`src/rtl/rgb_pwm_ctrl.sv`:
```
// rgb_pwm_ctrl: duty-register owner and time-shared PWM engine for four RGB LEDs.
// Buttons edit the duty of the selected LED/colour, step the LED select and step
// the colour select. Switches gate each LED. One PWM counter serves all 12
// channels. Shadow duties reload only at the period boundary.
// Optional feature: define RGB_PWM_DEBOUNCE_EN to insert a per-button debouncer
// (IDLE_LOW / CHECK / IDLE_HIGH) between the synchroniser and the edge detector.
// Without it the synchronised level feeds the edge detector directly.

package rgb_pwm_pkg;
    typedef struct packed {
        logic r;
        logic g;
        logic b;
    } rgb_led_t;
endpackage

module rgb_pwm_ctrl
    import rgb_pwm_pkg::*;
#(
    parameter int PWM_BITS        = 8,
    parameter int PRESCALE        = 400,
    parameter int STEP            = 16,
    parameter int DEBOUNCE_CYCLES = 100000
) (
    input  logic                clk_i,
    input  logic                rst_i,
    input  logic [3:0]          buttons,
    input  logic [3:0]          switches,
    output logic [3:0]          green_leds,
    output rgb_led_t [3:0]      rgb_leds
);

    localparam logic [PWM_BITS-1:0] DUTY_MAX   = {PWM_BITS{1'b1}};
    localparam logic [PWM_BITS-1:0] DUTY_ZERO  = {PWM_BITS{1'b0}};
    localparam logic [PWM_BITS:0]   STEP_W     = (PWM_BITS+1)'(STEP);
    localparam int                  PRESC_W    = (PRESCALE > 1) ? $clog2(PRESCALE) : 1;
    localparam logic [PRESC_W-1:0]  PRESC_LAST = PRESC_W'(PRESCALE - 1);

    typedef enum logic [1:0] {
        COL_R = 2'd0,
        COL_G = 2'd1,
        COL_B = 2'd2
    } col_e;

    if (PRESCALE < 1 || DEBOUNCE_CYCLES < 1) begin : g_bad_cfg
        $error("rgb_pwm_ctrl: PRESCALE and DEBOUNCE_CYCLES must be >= 1");
    end

    // One-hot encode an LED index for the green select indicators.
    function automatic logic [3:0] led_onehot(input logic [1:0] idx);
        logic [3:0] oh;
        case (idx)
            2'd0:    oh = 4'b0001;
            2'd1:    oh = 4'b0010;
            2'd2:    oh = 4'b0100;
            2'd3:    oh = 4'b1000;
            default: oh = 4'b0001;
        endcase
        return oh;
    endfunction

    logic [3:0] btn_meta_r, btn_sync_r;
    logic [3:0] sw_meta_r, sw_sync_r;
    logic [3:0] level_s;
    logic [3:0] level_d_r;
    logic [3:0] press_r;

    // Two-flop synchronisers for the asynchronous buttons and switches.
    always_ff @(posedge clk_i) begin
        if (rst_i) begin
            btn_meta_r <= 4'b0000;
            btn_sync_r <= 4'b0000;
            sw_meta_r  <= 4'b0000;
            sw_sync_r  <= 4'b0000;
        end else begin
            btn_meta_r <= buttons;
            btn_sync_r <= btn_meta_r;
            sw_meta_r  <= switches;
            sw_sync_r  <= sw_meta_r;
        end
    end

`ifdef RGB_PWM_DEBOUNCE_EN
    typedef enum logic [1:0] {
        DB_IDLE_LOW  = 2'd0,
        DB_CHECK     = 2'd1,
        DB_IDLE_HIGH = 2'd2
    } db_state_e;

    localparam int              DB_W    = $clog2(DEBOUNCE_CYCLES + 1);
    localparam logic [DB_W-1:0] DB_LAST = DB_W'(DEBOUNCE_CYCLES - 1);

    db_state_e       db_state_r     [4];
    db_state_e       db_state_nxt_s [4];
    logic [DB_W-1:0] db_cnt_r       [4];
    logic [DB_W-1:0] db_cnt_nxt_s   [4];
    logic [3:0]      db_level_r;
    logic [3:0]      db_level_nxt_s;

    // Debouncer next state: a new level is accepted only after an unbroken run of equal samples.
    always_comb begin
        db_level_nxt_s = db_level_r;
        for (int i = 0; i < 4; i++) begin
            db_state_nxt_s[i] = db_state_r[i];
            db_cnt_nxt_s[i]   = db_cnt_r[i];
            case (db_state_r[i])
                DB_IDLE_LOW: begin
                    if (btn_sync_r[i]) begin
                        db_state_nxt_s[i] = DB_CHECK;
                        db_cnt_nxt_s[i]   = DB_W'(1);
                    end else begin
                        db_cnt_nxt_s[i]   = DB_W'(0);
                    end
                end
                DB_IDLE_HIGH: begin
                    if (!btn_sync_r[i]) begin
                        db_state_nxt_s[i] = DB_CHECK;
                        db_cnt_nxt_s[i]   = DB_W'(1);
                    end else begin
                        db_cnt_nxt_s[i]   = DB_W'(0);
                    end
                end
                DB_CHECK: begin
                    if (btn_sync_r[i] == db_level_r[i]) begin
                        // Candidate level vanished: fall back to the accepted level.
                        db_state_nxt_s[i] = db_level_r[i] ? DB_IDLE_HIGH : DB_IDLE_LOW;
                        db_cnt_nxt_s[i]   = DB_W'(0);
                    end else if (db_cnt_r[i] >= DB_LAST) begin
                        db_level_nxt_s[i] = btn_sync_r[i];
                        db_state_nxt_s[i] = btn_sync_r[i] ? DB_IDLE_HIGH : DB_IDLE_LOW;
                        db_cnt_nxt_s[i]   = DB_W'(0);
                    end else begin
                        db_cnt_nxt_s[i]   = db_cnt_r[i] + DB_W'(1);
                    end
                end
                default: begin
                    db_state_nxt_s[i] = DB_IDLE_LOW;
                    db_cnt_nxt_s[i]   = DB_W'(0);
                    db_level_nxt_s[i] = 1'b0;
                end
            endcase
        end
    end

    // Debouncer state, counter and accepted-level registers.
    always_ff @(posedge clk_i) begin
        if (rst_i) begin
            for (int i = 0; i < 4; i++) begin
                db_state_r[i] <= DB_IDLE_LOW;
                db_cnt_r[i]   <= DB_W'(0);
            end
            db_level_r <= 4'b0000;
        end else begin
            for (int i = 0; i < 4; i++) begin
                db_state_r[i] <= db_state_nxt_s[i];
                db_cnt_r[i]   <= db_cnt_nxt_s[i];
            end
            db_level_r <= db_level_nxt_s;
        end
    end

    assign level_s = db_level_r;
`else
    assign level_s = btn_sync_r;
`endif

    // Rising-edge detect: one registered pulse per accepted press, however long it is held.
    always_ff @(posedge clk_i) begin
        if (rst_i) begin
            level_d_r <= 4'b0000;
            press_r   <= 4'b0000;
        end else begin
            level_d_r <= level_s;
            press_r   <= level_s & ~level_d_r;
        end
    end

    logic [PWM_BITS-1:0] duty_r   [12];
    logic [PWM_BITS-1:0] shadow_r [12];
    logic [1:0]          sel_led_r, sel_led_nxt_s;
    col_e                sel_col_r, sel_col_nxt_s;
    logic [3:0]          sel_idx_s;
    logic [PWM_BITS-1:0] cur_duty_s, edit_val_s;
    logic [PWM_BITS:0]   inc_sum_s;
    logic                edit_en_s;

    // Edit datapath: saturating inc/dec on the currently selected channel, select stepping.
    always_comb begin
        sel_idx_s  = ({2'b00, sel_led_r} * 4'd3) + {2'b00, sel_col_r};
        cur_duty_s = duty_r[sel_idx_s];
        inc_sum_s  = {1'b0, cur_duty_s} + STEP_W;
        edit_en_s  = press_r[0] ^ press_r[1];
        if (press_r[0] && !press_r[1]) begin
            edit_val_s = (inc_sum_s > {1'b0, DUTY_MAX}) ? DUTY_MAX : inc_sum_s[PWM_BITS-1:0];
        end else if (press_r[1] && !press_r[0]) begin
            edit_val_s = ({1'b0, cur_duty_s} < STEP_W) ? DUTY_ZERO
                                                       : (cur_duty_s - STEP_W[PWM_BITS-1:0]);
        end else begin
            edit_val_s = cur_duty_s;
        end
        if (press_r[2]) begin
            sel_led_nxt_s = sel_led_r + 2'd1;
        end else begin
            sel_led_nxt_s = sel_led_r;
        end
        sel_col_nxt_s = sel_col_r;
        if (press_r[3]) begin
            case (sel_col_r)
                COL_R:   sel_col_nxt_s = COL_G;
                COL_G:   sel_col_nxt_s = COL_B;
                COL_B:   sel_col_nxt_s = COL_R;
                default: sel_col_nxt_s = COL_R;
            endcase
        end else begin
            sel_col_nxt_s = sel_col_r;
        end
    end

    // Duty registers and selection state; an edit always lands on the pre-step selection.
    always_ff @(posedge clk_i) begin
        if (rst_i) begin
            for (int i = 0; i < 12; i++) begin
                duty_r[i] <= DUTY_ZERO;
            end
            sel_led_r <= 2'd0;
            sel_col_r <= COL_R;
        end else begin
            if (edit_en_s) begin
                duty_r[sel_idx_s] <= edit_val_s;
            end
            sel_led_r <= sel_led_nxt_s;
            sel_col_r <= sel_col_nxt_s;
        end
    end

    logic [PRESC_W-1:0]  presc_r;
    logic [PWM_BITS-1:0] pwm_cnt_r;
    logic                tick_s;
    logic                boundary_s;

    assign tick_s     = (presc_r == PRESC_LAST);
    assign boundary_s = tick_s && (pwm_cnt_r == DUTY_MAX);

    // Prescaler and shared PWM counter; shadows reload only when the counter wraps.
    always_ff @(posedge clk_i) begin
        if (rst_i) begin
            presc_r   <= {PRESC_W{1'b0}};
            pwm_cnt_r <= DUTY_ZERO;
            for (int i = 0; i < 12; i++) begin
                shadow_r[i] <= DUTY_ZERO;
            end
        end else begin
            if (tick_s) begin
                presc_r   <= {PRESC_W{1'b0}};
                pwm_cnt_r <= pwm_cnt_r + {{(PWM_BITS-1){1'b0}}, 1'b1};
            end else begin
                presc_r   <= presc_r + {{(PRESC_W-1){1'b0}}, 1'b1};
            end
            if (boundary_s) begin
                for (int i = 0; i < 12; i++) begin
                    shadow_r[i] <= duty_r[i];
                end
            end
        end
    end

    rgb_led_t [3:0] rgb_nxt_s;
    rgb_led_t [3:0] rgb_r;
    logic [3:0]     green_r;

    // PWM compare per channel, gated by the synchronised LED enable switch.
    always_comb begin
        rgb_nxt_s = '{default: 1'b0};
        for (int n = 0; n < 4; n++) begin
            rgb_nxt_s[n].r = sw_sync_r[n] && (pwm_cnt_r < shadow_r[n*3 + 0]);
            rgb_nxt_s[n].g = sw_sync_r[n] && (pwm_cnt_r < shadow_r[n*3 + 1]);
            rgb_nxt_s[n].b = sw_sync_r[n] && (pwm_cnt_r < shadow_r[n*3 + 2]);
        end
    end

    // Registered LED outputs; reset drives every PWM output low on the next edge.
    always_ff @(posedge clk_i) begin
        if (rst_i) begin
            rgb_r   <= '{default: 1'b0};
            green_r <= 4'b0001;
        end else begin
            rgb_r   <= rgb_nxt_s;
            green_r <= led_onehot(sel_led_nxt_s);
        end
    end

    assign rgb_leds   = rgb_r;
    assign green_leds = green_r;

endmodule

```
`config.mk`:
```
export PLATFORM = sky130hd
export DESIGN_NAME = rgb_pwm_ctrl
export DESIGN_NICKNAME = d
export VERILOG_FILES = /design/src/rtl/rgb_pwm_ctrl.sv
export SDC_FILE = /design/constraint.sdc
export NUM_CORES = 1
export LEC_CHECK = 0
export CORE_MARGIN = 2
export CORE_UTILIZATION = 62
export DETAILED_ROUTE_END_ITERATION = 10
export PLACE_DENSITY = 0.86
export SLEW_MARGIN = 40
export SYNTH_ARGS = -nofsm -noshare
export SYNTH_HDL_FRONTEND = slang
export SYNTH_SLANG_ARGS = --single-unit
```
`constraint.sdc`:
```
create_clock -name clk_i -period 6.8 [get_ports clk_i]
set_input_delay 1.36 -clock clk_i [delete_from_list [all_inputs] [get_ports clk_i]]
set_output_delay 1.36 -clock clk_i [all_outputs]
set_load 0.05 [all_outputs]
```
==> impl_metrics.ini, run 1 <==
[run_status]
status = completed

[clock_tree]
htreeDepth = 1
ctsResizeCount = 0
clkSinkCount = 285
hold_buffers = 0
postCtsSetupRepairBufs = 0
cts-root-buf = clkbuf_16
cts.path.max_buffers = 3
cts_tree = done
numCtsBuffers = 29
clkSlewWorstSetupHoldPaths_ps = 60
clock_latency_ps = 560

[timing]
setup_viol = 0
hold_viol_final = 0
slew_violations = 0
finalCritPeriodShare_pct = 73.5
min_period_ps = 5000
fmax_ghz = 0.200
tns_ps = 0
clock_skew_ps = 23.8
relSlewSlack_pct = 42.7
rsz0062_at_grt = no
worst_pin_slew_ps = 860

[synth]
ys_seq_area_share_pct = 59.3
synthTopCellsByArea = edfxtp_1 (50%), dfxtp_1 (9.1%), ha_1 (8.8%)
synth_area_leader_cell = edfxtp_1
syn_avg_cell_area_um2 = 12.9
synthFlopType = edfxtp_1
synth-seq-cells = 285
syn-cell-area_mm2 = 0.0134
synth_cell_type_count = 46
netlist.area_leader.share_pct = 50.2
synth_nets = 1145
synthCells = 1039
ys_warn_count = 0
synth_edf_count = 224
async_flop_share_pct = 0

[placed_design]
place_hpwl_mm = 18.6
gp_congestion = 0.918
placedCellCount = 1303
portBuffers = 25

[cells_and_area]
diodes = 0
drive_gt1_share_pct = 10.3
syn_to_final_growth_pct = 10.6
final_cells = 1356
nNetsFinal = 1165

[routing]
drt-wirelength-per-cell_um = 20.2
drt-total-wl_mm = 27.4
dr.first_iter.drc_count = 861
antenna_left = 0
drcViolationCount = 0
vias = 8036
first_pass_iters = 6
via_per_inst = 5.93

[critical_path]
cp_max_fo = 15
cp_slowest_cell = fa_2
required_ps = 7190
critPathArrivalTime_ps = 5390
crit_type = reg2reg
cp_common_cell = ha_1
worstSetupStartpointType = register
cp_cell_sequence = fa_1 > ha_1 > fa_2 > nor2b_1 > nand2_1 > nand4_1 > ha_1 > and3b_1 > a311oi_4 > a22oi_2 > buf_6 > nor2_1
rr_worst_depth = 12
worstSetupEndpointType = register
cpPeakStageDelay_ps = 820

[global_routing]
antenna_found_initial = 0
grt_max_degree = 81
overflow = 0
first_global_vias = 8003
grt_pass1_wl_mm = 42.7
groute.usage.overall_pct = 25.0

[floorplanning]
die_h_um = 151
core_mm2 = 0.0211
num_io_pins = 26
die_w_um = 151
placementRows = 53
start_util_pct = 63.5
die_area_mm2 = 0.0228

[worst_hold_path]
hold_depth = 1
hold_class = reg2reg

[power]
power_mw = 3.71
p_leak_nw = 6.21
ir_drop_mv = 0.244
power_density_mw_per_mm2 = 251

[job]
cap_violations = 0
-- routing by layer --
layer	up-vias	routed length (um)	global-route usage, %	part of all wire [%]
met4	0	838	8.60	3.1
met1	3905	10800	33.2	39
met3	81	2510	4.70	9.1
li1	3684	-	-	-
met5	-	0	0	0
met2	366	13300	41.8	48
-- flip-flops by register name, indices dropped and copies added (netlist names) --
register    flops
pwm_cnt_r       8
sel_led_r       2
btn_meta_r      4
shadow_r       96
duty_r        128
presc_r         9
btn_sync_r      4
sel_col_r       2
sw_meta_r       4
sw_sync_r       4
press_r         4
level_d_r       4
green_leds      4
rgb_leds       12
-- Yosys cell counts (2+ instances only) --
cell	instances
nand3_1	6
a22oi_1	9
a21oi_2	5
ha_1	94
buf_1	2
inv_1	103
a21oi_1	10
o21ai_0	5
edfxtp_1	224
nand2b_1	28
buf_6	7
nor2_1	120
nand4_1	4
and3_1	5
nor3_1	6
clkbuf_1	24
nor4_1	4
a31oi_1	13
nand2_1	24
or3_1	3
nor2b_1	42
xor2_1	6
and2_1	87
a21o_1	60
dfxtp_1	61
mux2i_1	9
mux4_2	32
xnor2_1	8
fa_1	2
buf_2	8
a211o_1	13
-- per-stage QoR --
step	instance area [um2]	util, %	worst slack, ps	hold slack [ps]
2_1_floorplan	13400	-	520	367
3_3_place_gp	13800	65.5	1750	372
3_5_place_dp	13900	66.0	1620	382
4_1_cts	14800	70.2	1550	382
5_1_grt	14800	70.3	1520	395
6_report	14800	70.3	1800	377
-- report_power, final --
group / total (mW) / switching (mW) / leakage [nW] / internal [mW]
registers: 1.96 / 0.0257 / 2.77 / 1.93
clock network: 1.51 / 0.659 / 0.438 / 0.853
logic: 0.242 / 0.155 / 3.00 / 0.0864
total: 3.71 / 0.840 / 6.21 / 2.87
-- cell usage in the layout, fill, tap and decap left out, types with 9 or more instances in the layout --
cell	synthesis	routed
a22oi_1	9	9
clkdlybuf4s50_1	0	24
nand2b_1	28	28
edfxtp_1	224	224
clkinv_2	0	9
inv_1	103	103
nand2_1	24	24
a31oi_1	13	13
clkbuf_16	0	29
and2_1	87	87
a21oi_1	10	10
dfxtp_1	61	55
a21o_1	60	60
nor2_1	120	120
a211o_1	13	13
mux4_2	32	32
ha_1	94	93
nor2b_1	42	42
-- cells by family after synthesis --
group / synth area share (%)
AOI/OAI and AO/OA: 6.87
xor gates and xnor gates: 0.915
adders and majority gates: 9.08
buffers and inverters: 4.67
DFF: 59.3
muxes: 6.27
and+or+nand+nor: 12.9
-- path summary, 6_finish.rpt --
path	slack (ps)	end	from
max	1800	duty_r[2][5]	sel_led_r[1]
min	380	press_r[1]	level_d_r[1]
max reg2reg	1800	duty_r[2][5]	sel_led_r[1]
min reg2reg	380	press_r[1]	level_d_r[1]
-- critical path, delay by kind of cell, from the launching register on --
family	cells	cell delay [ps]
compound gates	2	1150
simple gates	5	1210
buf+inv	1	260
fa+ha+maj	4	1760
flops	1	440
-- cell type report --
type,instances,area [um2]
clock buffer,31,733
clock inverter,22,164
inverter,103,387
tap,275,344
fill,1356,6270
multi-input combinational,608,4910
timing repair buffer,32,322
sequential,285,7960
(Power assumes the default switching activity.)
==> run 2: changes to the inputs <==
--- a/config.mk
+++ b/config.mk
@@ -6,9 +6,9 @@
 export NUM_CORES = 1
 export LEC_CHECK = 0
 export CORE_MARGIN = 2
-export CORE_UTILIZATION = 62
+export CORE_UTILIZATION = 56
 export DETAILED_ROUTE_END_ITERATION = 10
-export PLACE_DENSITY = 0.86
+export PLACE_DENSITY = 0.83
 export SLEW_MARGIN = 40
 export SYNTH_ARGS = -nofsm -noshare
 export SYNTH_HDL_FRONTEND = slang
==> constraint.sdc (replaced) <==
create_clock -name clk_i -period 4.6 [get_ports clk_i]
set_input_delay 0.92 -clock clk_i [delete_from_list [all_inputs] [get_ports clk_i]]
set_output_delay 0.92 -clock clk_i [all_outputs]
set_load 0.05 [all_outputs]
==> impl_metrics.ini, run 2 (synthesis gave the netlist of run 1 again) <==
[run_status]
status = completed

[power]
power_density_mw_per_mm2 = 376
ir_drop_mv = 0.260
p_leak_nw = 6.38

[critical_path]
rr_worst_depth = 15
r2r_start = sel_led_r[1]
worstSetupEndpointType = register
r2r-end = duty_r[13][7]
crit_type = reg2reg
critPathArrivalTime_ps = 4690
worstSetupStartpointType = register
r2r_setup_slack_ps = 190
cp_max_fo = 15
required_ps = 4880

[job]
cap_violations = 0

[placed_design]
gp_congestion = 0.880
place_hpwl_mm = 18.9
portBuffers = 25
dpl_cell_area_mm2 = 0.0140
place_ws_ps = -76.9

[worst_hold_path]
hold_path.startpoint = level_d_r[1]
hold_class = reg2reg
whs_endpoint = press_r[1]
hold_depth = 1

[timing]
whs_ps = 380
min_period_ps = 4410
finalCritPeriodShare_pct = 95.9
relSlewSlack_pct = 46.9
fmax_ghz = 0.227
clock_skew_ps = 12.7
fin_ws_ps = 190
rsz0062_at_grt = no
slew_violations = 0
hold_viol_final = 0
setup_viol = 0
worst_pin_slew_ps = 795

[floorplanning]
placementRows = 56
die_h_um = 159
die_w_um = 159
core_mm2 = 0.0235
start_util_pct = 57.1
num_io_pins = 26
die_area_mm2 = 0.0252

[clock_tree]
clock_latency_ps = 550
cts.path.max_buffers = 3
clkSinkCount = 285
clkSlewWorstSetupHoldPaths_ps = 60
cts-root-buf = clkbuf_16
hold_buffers = 0
cts_tree = done
numCtsBuffers = 30
htreeDepth = 1

[global_routing]
grt_max_degree = 97
grt_pass1_wl_mm = 44.4
groute.usage.overall_pct = 23.5
antenna_found_initial = 0
overflow = 0
first_global_vias = 8088

[routing]
vias = 8127
drt-total-wl_mm = 28.7
via_per_inst = 5.69
dr.first_iter.drc_count = 942
drt-wirelength-per-cell_um = 20.1
antenna_left = 0
first_pass_iters = 5
drcViolationCount = 0

[cells_and_area]
largest_register = duty_r
largest_reg_flops = 128
drive_gt1_share_pct = 12.1
nNetsFinal = 1191
final_cell_area_mm2 = 0.0152
syn_to_final_growth_pct = 13.4
layout_commonest_cell = edfxtp_1
mostFrequentLayoutCells = edfxtp_1 (224), nor2_1 (120), inv_1 (103), ha_1 (93), and2_1 (87)
diodes = 0
==> run 2: changes by cell type in the layout (fill, tap and decap cells not counted), sizes merged <==
cell,before,now
buf,8,33
clkbuf,31,37
clkinv,15,11
bufinv,2,3
clkinvlp,4,5
inv,104,103
==> run 2: power by group <==
part | total, mW | internal, mW | switching [mW]
Combinational | 0.388 | 0.150 | 0.238
Sequential | 2.90 | 2.86 | 0.0397
Clock | 2.42 | 1.43 | 0.992
Total | 5.71 | 4.44 | 1.27
==> run 2: what timing repair did <==
item | 4_1_cts | 5_1_grt
gates cloned | 0 | 0
setup buffers | 0 | 10
pin swaps | 1 | 2
setup endpoints to repair | 12 | 71
hold endpoints to repair | 0 | 0
gates resized for setup | 2 | 2
==> run 2: how the worst max path moves through the flow <==
stage / cells after the start / from / to / slack (ps)
floorplan: 6 / presc_r[0] / shadow_r[0][0] / 360
global placement: 13 / sel_led_r[1] / duty_r[14][1] / 140
detailed placement: 11 / sel_led_r[1] / duty_r[13][3] / -80
CTS: 14 / sel_led_r[1] / duty_r[3][4] / 5
global route: 14 / sel_led_r[1] / duty_r[12][6] / 70
finish: 15 / sel_led_r[1] / duty_r[13][7] / 190
==> run 2: layout make-up <==
class / count / area [um2]
clock inverter: 19 / 186
timing repair buffer: 57 / 548
inverter: 103 / 387
fill: 1643 / 8280
sequential: 285 / 7950
tap: 319 / 399
clock buffer: 37 / 818
multi-input combinational: 608 / 4900
==> run 2: worst max-delay path, cell delays in order (launching register included) <==
cell      delay (ps)
dfxtp_1          430
fa_1             450
ha_1             230
fa_1             540
buf_12           170
mux4_2           310
mux2i_1          140
mux2_4           230
inv_1            120
ha_1             240
and3b_1          290
a311oi_4         120
buf_12           170
a311oi_2         250
buf_4            310
inv_1            120
==> run 2: stage by stage <==
| stage | setup TNS, ps | cells | total power [mW] | util, % |
|---|---|---|---|---|
| floorplan | 0 | 1039 | 3.18 | - |
| global placement | 0 | 1362 | 3.28 | 59.7 |
| detailed placement | -367 | 1362 | 3.30 | 59.8 |
| CTS | 0 | 1418 | 5.70 | 64.1 |
| global route | 0 | 1428 | 5.87 | 64.7 |
| finish | 0 | 1428 | 5.71 | 64.7 |
==> run 2: routing by layer <==
metal | GRT usage [%] | share of wire, %
met5 | 0 | 0
met4 | 8.41 | 3.6
met3 | 4.95 | 9.2
met2 | 39.8 | 49
met1 | 30.0 | 38
